<file path="src/rtl/modport_alu_pkg.sv">
// Shared constants, command encodings and result bundle for the registered ALU.
package alu_pkg;

  localparam int unsigned DATA_W = 8;
  localparam int unsigned CMD_W  = 4;

  // Arithmetic command codes (mode = 1); 9..15 are illegal.
  typedef enum logic [CMD_W-1:0] {
    ArAdd    = 4'd0,
    ArSub    = 4'd1,
    ArAddCin = 4'd2,
    ArSubCin = 4'd3,
    ArIncA   = 4'd4,
    ArDecA   = 4'd5,
    ArIncB   = 4'd6,
    ArDecB   = 4'd7,
    ArCmp    = 4'd8
  } arith_cmd_e;

  // Logical command codes (mode = 0); 14..15 are illegal.
  typedef enum logic [CMD_W-1:0] {
    LgAnd   = 4'd0,
    LgNand  = 4'd1,
    LgOr    = 4'd2,
    LgNor   = 4'd3,
    LgXor   = 4'd4,
    LgXnor  = 4'd5,
    LgNotA  = 4'd6,
    LgNotB  = 4'd7,
    LgShr1A = 4'd8,
    LgShl1A = 4'd9,
    LgShr1B = 4'd10,
    LgShl1B = 4'd11,
    LgRolAB = 4'd12,
    LgRorAB = 4'd13
  } logic_cmd_e;

  // inp_valid encodings: bit0 = A valid, bit1 = B valid.
  typedef enum logic [1:0] {
    VldNone  = 2'b00,
    VldAOnly = 2'b01,
    VldBOnly = 2'b10,
    VldBoth  = 2'b11
  } inp_valid_e;

  // Everything the ALU produces for one command.
  typedef struct packed {
    logic [DATA_W:0] res;
    logic            cout;
    logic            oflow;
    logic            err;
    logic            g;
    logic            e;
    logic            l;
  } alu_out_t;

endpackage

</file>
<file path="src/rtl/modport_alu_if.sv">
// ALU bus: operands/command towards the ALU, registered result and flags back.
interface alu_if;
  import alu_pkg::*;

  logic [DATA_W-1:0] op_a;
  logic [DATA_W-1:0] op_b;
  logic              cin;
  logic              mode;
  logic              ce;
  logic [CMD_W-1:0]  cmd;
  logic [1:0]        inp_valid;

  logic [DATA_W:0]   res;
  logic              cout;
  logic              oflow;
  logic              err;
  logic              G;
  logic              E;
  logic              L;

  modport master (
    output op_a, op_b, cin, mode, ce, cmd, inp_valid,
    input  res, cout, oflow, err, G, E, L
  );

  modport slave (
    input  op_a, op_b, cin, mode, ce, cmd, inp_valid,
    output res, cout, oflow, err, G, E, L
  );

endinterface

</file>
<file path="src/rtl/modport_alu_calc.sv">
// Combinational ALU core: next result, flags and err for one command.
module alu_calc
  import alu_pkg::*;
(
  input  logic [DATA_W-1:0] op_a,
  input  logic [DATA_W-1:0] op_b,
  input  logic              cin,
  input  logic              mode,
  input  logic [CMD_W-1:0]  cmd,
  input  logic [1:0]        inp_valid,
  output alu_out_t          result
);

  logic [DATA_W:0]     a9;
  logic [DATA_W:0]     b9;
  logic [DATA_W:0]     c9;
  logic [2*DATA_W-1:0] rot_cat;
  logic                need_a;
  logic                need_b;
  logic                bad;

  assign a9 = {1'b0, op_a};
  assign b9 = {1'b0, op_b};
  assign c9 = {{DATA_W{1'b0}}, cin};

  // Decode command, compute result, then force the error shape if anything is wrong.
  always_comb begin
    result  = '0;
    rot_cat = '0;
    need_a  = 1'b1;
    need_b  = 1'b1;
    bad     = 1'b0;
    if (mode) begin
      case (arith_cmd_e'(cmd))
        ArAdd:    begin result.res = a9 + b9;      result.cout  = result.res[DATA_W]; end
        ArSub:    begin result.res = a9 - b9;      result.oflow = (a9 < b9); end
        ArAddCin: begin result.res = a9 + b9 + c9; result.cout  = result.res[DATA_W]; end
        ArSubCin: begin result.res = a9 - b9 - c9; result.oflow = (a9 < b9 + c9); end
        ArIncA: begin
          need_b = 1'b0; result.res = a9 + 9'd1; result.cout = result.res[DATA_W];
        end
        ArDecA: begin
          need_b = 1'b0; result.res = a9 - 9'd1; result.oflow = (op_a == '0);
        end
        ArIncB: begin
          need_a = 1'b0; result.res = b9 + 9'd1; result.cout = result.res[DATA_W];
        end
        ArDecB: begin
          need_a = 1'b0; result.res = b9 - 9'd1; result.oflow = (op_b == '0);
        end
        ArCmp: begin
          result.g = (op_a > op_b);
          result.e = (op_a == op_b);
          result.l = (op_a < op_b);
        end
        default: bad = 1'b1;
      endcase
    end else begin
      case (logic_cmd_e'(cmd))
        LgAnd:   result.res = {1'b0, op_a & op_b};
        LgNand:  result.res = {1'b0, ~(op_a & op_b)};
        LgOr:    result.res = {1'b0, op_a | op_b};
        LgNor:   result.res = {1'b0, ~(op_a | op_b)};
        LgXor:   result.res = {1'b0, op_a ^ op_b};
        LgXnor:  result.res = {1'b0, ~(op_a ^ op_b)};
        LgNotA:  begin need_b = 1'b0; result.res = {1'b0, ~op_a}; end
        LgNotB:  begin need_a = 1'b0; result.res = {1'b0, ~op_b}; end
        LgShr1A: begin need_b = 1'b0; result.res = {2'b00, op_a[DATA_W-1:1]}; end
        LgShl1A: begin need_b = 1'b0; result.res = {1'b0, op_a[DATA_W-2:0], 1'b0}; end
        LgShr1B: begin need_a = 1'b0; result.res = {2'b00, op_b[DATA_W-1:1]}; end
        LgShl1B: begin need_a = 1'b0; result.res = {1'b0, op_b[DATA_W-2:0], 1'b0}; end
        // Rotate via doubled operand; upper nibble of the amount must be clear.
        LgRolAB: begin
          rot_cat    = {op_a, op_a} << op_b[2:0];
          result.res = {1'b0, rot_cat[2*DATA_W-1:DATA_W]};
          bad        = |op_b[7:4];
        end
        LgRorAB: begin
          rot_cat    = {op_a, op_a} >> op_b[2:0];
          result.res = {1'b0, rot_cat[DATA_W-1:0]};
          bad        = |op_b[7:4];
        end
        default: bad = 1'b1;
      endcase
    end
    // Every legal command needs at least one operand, so VldNone always lands here.
    if ((need_a && !inp_valid[0]) || (need_b && !inp_valid[1])) bad = 1'b1;
    if (bad) begin
      result     = '0;
      result.err = 1'b1;
    end
  end

endmodule

</file>
<file path="src/rtl/modport_alu.sv">
// Registered 8-bit ALU behind alu_if; outputs update on enabled edges only.
// Define ALU_XCHECK_EN to compile X/Z checks on the inputs while out of reset.
module modport_alu
  import alu_pkg::*;
(
  input logic clk,
  input logic rst,
  alu_if.slave bus
);

  alu_out_t out_d;
  alu_out_t out_q;

  alu_calc u_calc (
    .op_a      (bus.op_a),
    .op_b      (bus.op_b),
    .cin       (bus.cin),
    .mode      (bus.mode),
    .cmd       (bus.cmd),
    .inp_valid (bus.inp_valid),
    .result    (out_d)
  );

  // Output register: cleared asynchronously, loaded only when ce is high.
  always_ff @(posedge clk or negedge rst) begin
    if (!rst) begin
      out_q <= '0;
    end else if (bus.ce) begin
      out_q <= out_d;
    end
  end

  assign bus.res   = out_q.res;
  assign bus.cout  = out_q.cout;
  assign bus.oflow = out_q.oflow;
  assign bus.err   = out_q.err;
  assign bus.G     = out_q.g;
  assign bus.E     = out_q.e;
  assign bus.L     = out_q.l;

`ifdef ALU_XCHECK_EN
  // Flag unknown inputs on every edge while out of reset.
  always @(posedge clk) begin
    if (rst) begin
      assert (!$isunknown({bus.op_a, bus.op_b, bus.cin, bus.ce, bus.mode,
                           bus.inp_valid, bus.cmd}))
        else $error("modport_alu: X/Z on inputs at time %0t", $time);
    end
  end
`else
  // Input X/Z checks not compiled in this build.
`endif

endmodule

</file>
<file path="src/flat_wrapper.sv">
// flat-port wrapper written by rule: the top's interface ports become plain ports
module modport_alu_flat import alu_pkg::*;
  (clk, rst, bus_op_a, bus_op_b, bus_cin, bus_mode, bus_ce, bus_cmd, bus_inp_valid, bus_res, bus_cout, bus_oflow, bus_err, bus_G, bus_E, bus_L);
  alu_if bus_i ();
  input logic clk;
  input logic rst;
  input wire logic [$bits(bus_i.op_a)-1:0] bus_op_a;
  input wire logic [$bits(bus_i.op_b)-1:0] bus_op_b;
  input wire logic [$bits(bus_i.cin)-1:0] bus_cin;
  input wire logic [$bits(bus_i.mode)-1:0] bus_mode;
  input wire logic [$bits(bus_i.ce)-1:0] bus_ce;
  input wire logic [$bits(bus_i.cmd)-1:0] bus_cmd;
  input wire logic [$bits(bus_i.inp_valid)-1:0] bus_inp_valid;
  output wire logic [$bits(bus_i.res)-1:0] bus_res;
  output wire logic [$bits(bus_i.cout)-1:0] bus_cout;
  output wire logic [$bits(bus_i.oflow)-1:0] bus_oflow;
  output wire logic [$bits(bus_i.err)-1:0] bus_err;
  output wire logic [$bits(bus_i.G)-1:0] bus_G;
  output wire logic [$bits(bus_i.E)-1:0] bus_E;
  output wire logic [$bits(bus_i.L)-1:0] bus_L;
  assign bus_i.op_a = bus_op_a;
  assign bus_i.op_b = bus_op_b;
  assign bus_i.cin = bus_cin;
  assign bus_i.mode = bus_mode;
  assign bus_i.ce = bus_ce;
  assign bus_i.cmd = bus_cmd;
  assign bus_i.inp_valid = bus_inp_valid;
  assign bus_res = bus_i.res;
  assign bus_cout = bus_i.cout;
  assign bus_oflow = bus_i.oflow;
  assign bus_err = bus_i.err;
  assign bus_G = bus_i.G;
  assign bus_E = bus_i.E;
  assign bus_L = bus_i.L;
  modport_alu u_core (.clk(clk), .rst(rst), .bus(bus_i));
endmodule
</file>
<file path="config.mk">
export PLATFORM = sky130hd
export DESIGN_NAME = modport_alu_flat
export DESIGN_NICKNAME = d
export VERILOG_FILES = /design/src/rtl/modport_alu_pkg.sv /design/src/rtl/modport_alu_if.sv /design/src/rtl/modport_alu_calc.sv /design/src/rtl/modport_alu.sv /design/src/flat_wrapper.sv
export SDC_FILE = /design/constraint.sdc
export NUM_CORES = 1
export LEC_CHECK = 0
export ABC_AREA = 1
export BUFFER_PORTS_ARGS = -buffer_cell sky130_fd_sc_hd__buf_4
export CORE_MARGIN = 5
export CORE_UTILIZATION = 24
export CTS_CLUSTER_DIAMETER = 150
export CTS_CLUSTER_SIZE = 20
export DETAILED_ROUTE_END_ITERATION = 7
export HOLD_SLACK_MARGIN = 0.06
export PLACE_DENSITY = 0.39
export SYNTH_ARGS = -nofsm -noshare
export SYNTH_HDL_FRONTEND = slang
export SYNTH_HIERARCHICAL = 1
export SYNTH_SLANG_ARGS = --single-unit
</file>
<file path="constraint.sdc">
create_clock -name clk -period 0.8 [get_ports clk]
set_input_delay 0.2 -clock clk [delete_from_list [all_inputs] [get_ports clk]]
set_output_delay 0.2 -clock clk [all_outputs]
set_load 0.005 [all_outputs]
</file>
==> impl_results.md <==
- Initial drt markers: 652
- Final WS setup: -1.29 ns
- Synth cell types: between 40 and 50
- Async set or reset register ratio after synthesis: 1.00
- Max Clock Freq: 478 MHz
- DRT Pass-1 Iters: 5
- Initial antenna violation count: 0
- CP cell instances: buf_12 -> ha_4 -> fa_2 -> ha_4 -> inv_2 -> nor2_4 -> nand3_4 -> nor2_4 -> buf_4 -> nor2_1 -> nand2_1 -> nand4_1 -> nor2_2 -> a21oi_1 -> nand2_1 -> nand2_1
- Height of the die: 149 µm
- # diodes: 0
- Placer Congestion: 0.916
- Setup tns final: -17.93 ns
- Critical path fanouts, max: 5
- Xor-xnor portion of the synthesized cell area: 0.0131
- Worst path required time: 0.93 ns
- Synth Area in Adders: 0.124
- Worst Skew: 0 ns
- Max-cap violations: 0
- First-pass GRT wire length: 35700 µm
- RSZ-0062 raised after global routing: true
- Cell count after synthesis: 869
- Compound-Gate Fraction of Synth Area: 0.161
- Synthesized flop and latch total: 15
- Area growth syn-to-layout: 71.9%
- Critical Path Sink Type: flip-flop
- Global route total overflow: 0
- Run status: finished with violations
- Maximum resistive drop on vdd: 0.623 mV
- Syn nets: 941
- Mux cell area share after synthesis: 0.00214
- Crit path buf inv count: 3
- CTS root buffer: clkbuf_16
- Sequential cell area fraction in the yosys report: 0.0804
- Place WS: -1.65 ns
- IO Port Bufs: 41
- Num Clock Sinks: 15
- Skew-Pair Late Insertion Delay: 0.24 ns
- Fin crit period: 2.09 ns
- CP peak stage delay: between 0.5 and 0.6 ns
- Commonest non-fill, non-tap cell in the layout: nand2_1
- Row cnt: 51
- Worst-margin pin slew: 0.414 ns
- Routed WL per cell: 16.8 µm
- Slowest cell on crit path: fa_2
- Most used cell along the critical path: nand2_1
- Aggregate global-route resource usage: 0.206
- Power, Total: 0.00647 W
- Routed Antenna Nets: 0
- Post-Syn Area: 4670 µm²
- DP HPWL: just under 20000 µm
- Power per cell area: 806 nW/µm²
- Avg Cell Area, Syn: 5.37 µm²
- WL final: 23500 µm
- Area of the die: 22300 µm²
- Post-synth EDFFs: 0
- Fill count: 2131
- I/O pins: 42
- Non-Filler Instances: 1396
- CTS clk-pin slew, worst paths: ~0.05 ns
- Total CTS buffers: 3
- Crit path kind: in -> reg
- Final Hold Viols: 0
- Crit-path leading delay family: adder cells
- WP data arrival: 2.22 ns
- Slew HR: 0.721
- Top FF cell, synth: dfrtp_1
- CTS tree: built
- Crit share post-route: 2.61
- Setup violations, final: 30
- CTS Buffer Depth: 2
- Hold slack: 0.272 ns
- Placed insts: around 1300
- Vias: 6645
- Core area: just under 20000 µm²
- Max-slew violations: 0
- Via-to-Cell Ratio: 4.76
- Min-delay worst type: in -> reg
- Initial Util: 0.241
- CP Launch Type: input port
- Synth warn: 6
- Largest family of logic cells by synthesized area: simple AND/OR/NAND/NOR gates
- Largest net degree at the start of global routing: 22
- Failing checks: setup timing
- Die width: 149 µm
- Share of cells above drive strength 1: 0.388
- Layout Nets: 1204
- Vias in the first global route: around 6300
- DRC: 0
- Most frequent cells in the layout: nand2_1 (304), buf_4 (236), nand3_1 (73)
- P_leak: between 4 and 5 nW
- Simple-gate share of the synthesized area: 0.512
- H-tree depth: 1
==> power by group <==
| part | internal, W | leakage (nW) | switching [W] |
|---|---|---|---|
| Clock | 0.000666 | 0.0409 | 0.000291 |
| Sequential | 0.000795 | 0.205 | 0.0000254 |
| Combinational | 0.00213 | 3.78 | 0.00257 |
==> metrics by stage <==
stage	util	area, µm²
after floorplan	-	5050
after global routing	0.415	8020
after detailed placement	0.362	7000
final	0.415	8020
after global placement	0.362	7000
after CTS	0.391	7560
==> what timing repair did <==
item                       4_1_cts  5_1_grt
hold buffers                     1        0
hold endpoints to repair        15        0
setup buffers                   24       22
pin swaps                       53       73
setup endpoints to repair       30       30
gates resized for setup         79       76
==> cell usage after synthesis (3+ instances only) <==
| master | n | area share |
|---|---|---|
| clkinv_1 | 4 | 0.0032 |
| nor2_1 | 83 | 0.067 |
| a21o_1 | 3 | 0.0048 |
| a21oi_1 | 26 | 0.028 |
| o211ai_1 | 5 | 0.0080 |
| dfrtp_1 | 15 | 0.080 |
| o21ai_2 | 4 | 0.0075 |
| nand3_1 | 90 | 0.096 |
| buf_2 | 9 | 0.0096 |
| xor2_1 | 5 | 0.0094 |
| o21ai_0 | 60 | 0.064 |
| ha_1 | 43 | 0.12 |
| nand2_1 | 326 | 0.26 |
| o2111ai_1 | 10 | 0.019 |
| inv_2 | 3 | 0.0024 |
| inv_1 | 79 | 0.064 |
| nor4_1 | 5 | 0.0067 |
| nand2_2 | 16 | 0.021 |
| o22ai_1 | 7 | 0.0094 |
| nand4_1 | 18 | 0.024 |
| o21a_1 | 5 | 0.0080 |
| nor3_1 | 7 | 0.0075 |
| clkbuf_1 | 10 | 0.0080 |
==> worst paths after layout <==
kind                              startpoint                end  slack (ns)  cells after the start
setup / recovery                 bus_op_b[0]  u_core/bus.res[4]       -1.29                     16
hold / removal                        bus_ce       u_core/bus.L        0.27                      3
setup reg to reg           u_core/bus.res[2]  u_core/bus.res[2]       -0.03                      4
hold reg to reg              u_core/bus.cout    u_core/bus.cout        0.53                      2
max in group asynchronous                rst  u_core/bus.res[6]        0.27                      2
min in group asynchronous                rst     u_core/bus.err        0.36                      2
==> routing by layer <==
metal | vias to the layer above | track usage | wire length (µm)
li1 | 3389 | - | -
met1 | 3035 | 0.282 | 10600
met4 | 0 | 0.0416 | 618
met3 | 30 | 0.0145 | 1090
met5 | - | 0 | 0
met2 | 191 | 0.358 | 11200
==> cells by family (layout without fill, tap and decap cells) <==
kind of cell,count (synthesis),count (layout)
AO/OA/AOI/OAI,128,128
XOR/XNOR,7,7
AND/OR/NAND/NOR,559,559
adder cells (fa/ha/maj),45,45
multiplexers,1,1
buffers and inverters,114,376
flip-flops,15,15
==> tightest hold or removal path, stage by stage <==
cell     delay, ns
buf_4         0.16
nand2_1       0.07
nand2_1       0.04
==> state kept, by name, indices dropped and copies added, names as in the netlist <==
signal / flops
u_core/bus.res: 9
u_core/bus.E: 1
u_core/bus.G: 1
u_core/bus.L: 1
u_core/bus.cout: 1
u_core/bus.err: 1
u_core/bus.oflow: 1
==> area by class of cell <==
class	instances	area, µm²	area share
inverter	87	400	0.0499
multi-input combinational	740	4390	0.547
tap	265	332	0.0413
timing repair buffer	285	2450	0.305
sequential	15	375	0.0468
clock inverter	1	5.00	0.000624
clock buffer	3	75.1	0.00936
No activity file was read; power rests on OpenSTA's default activity.
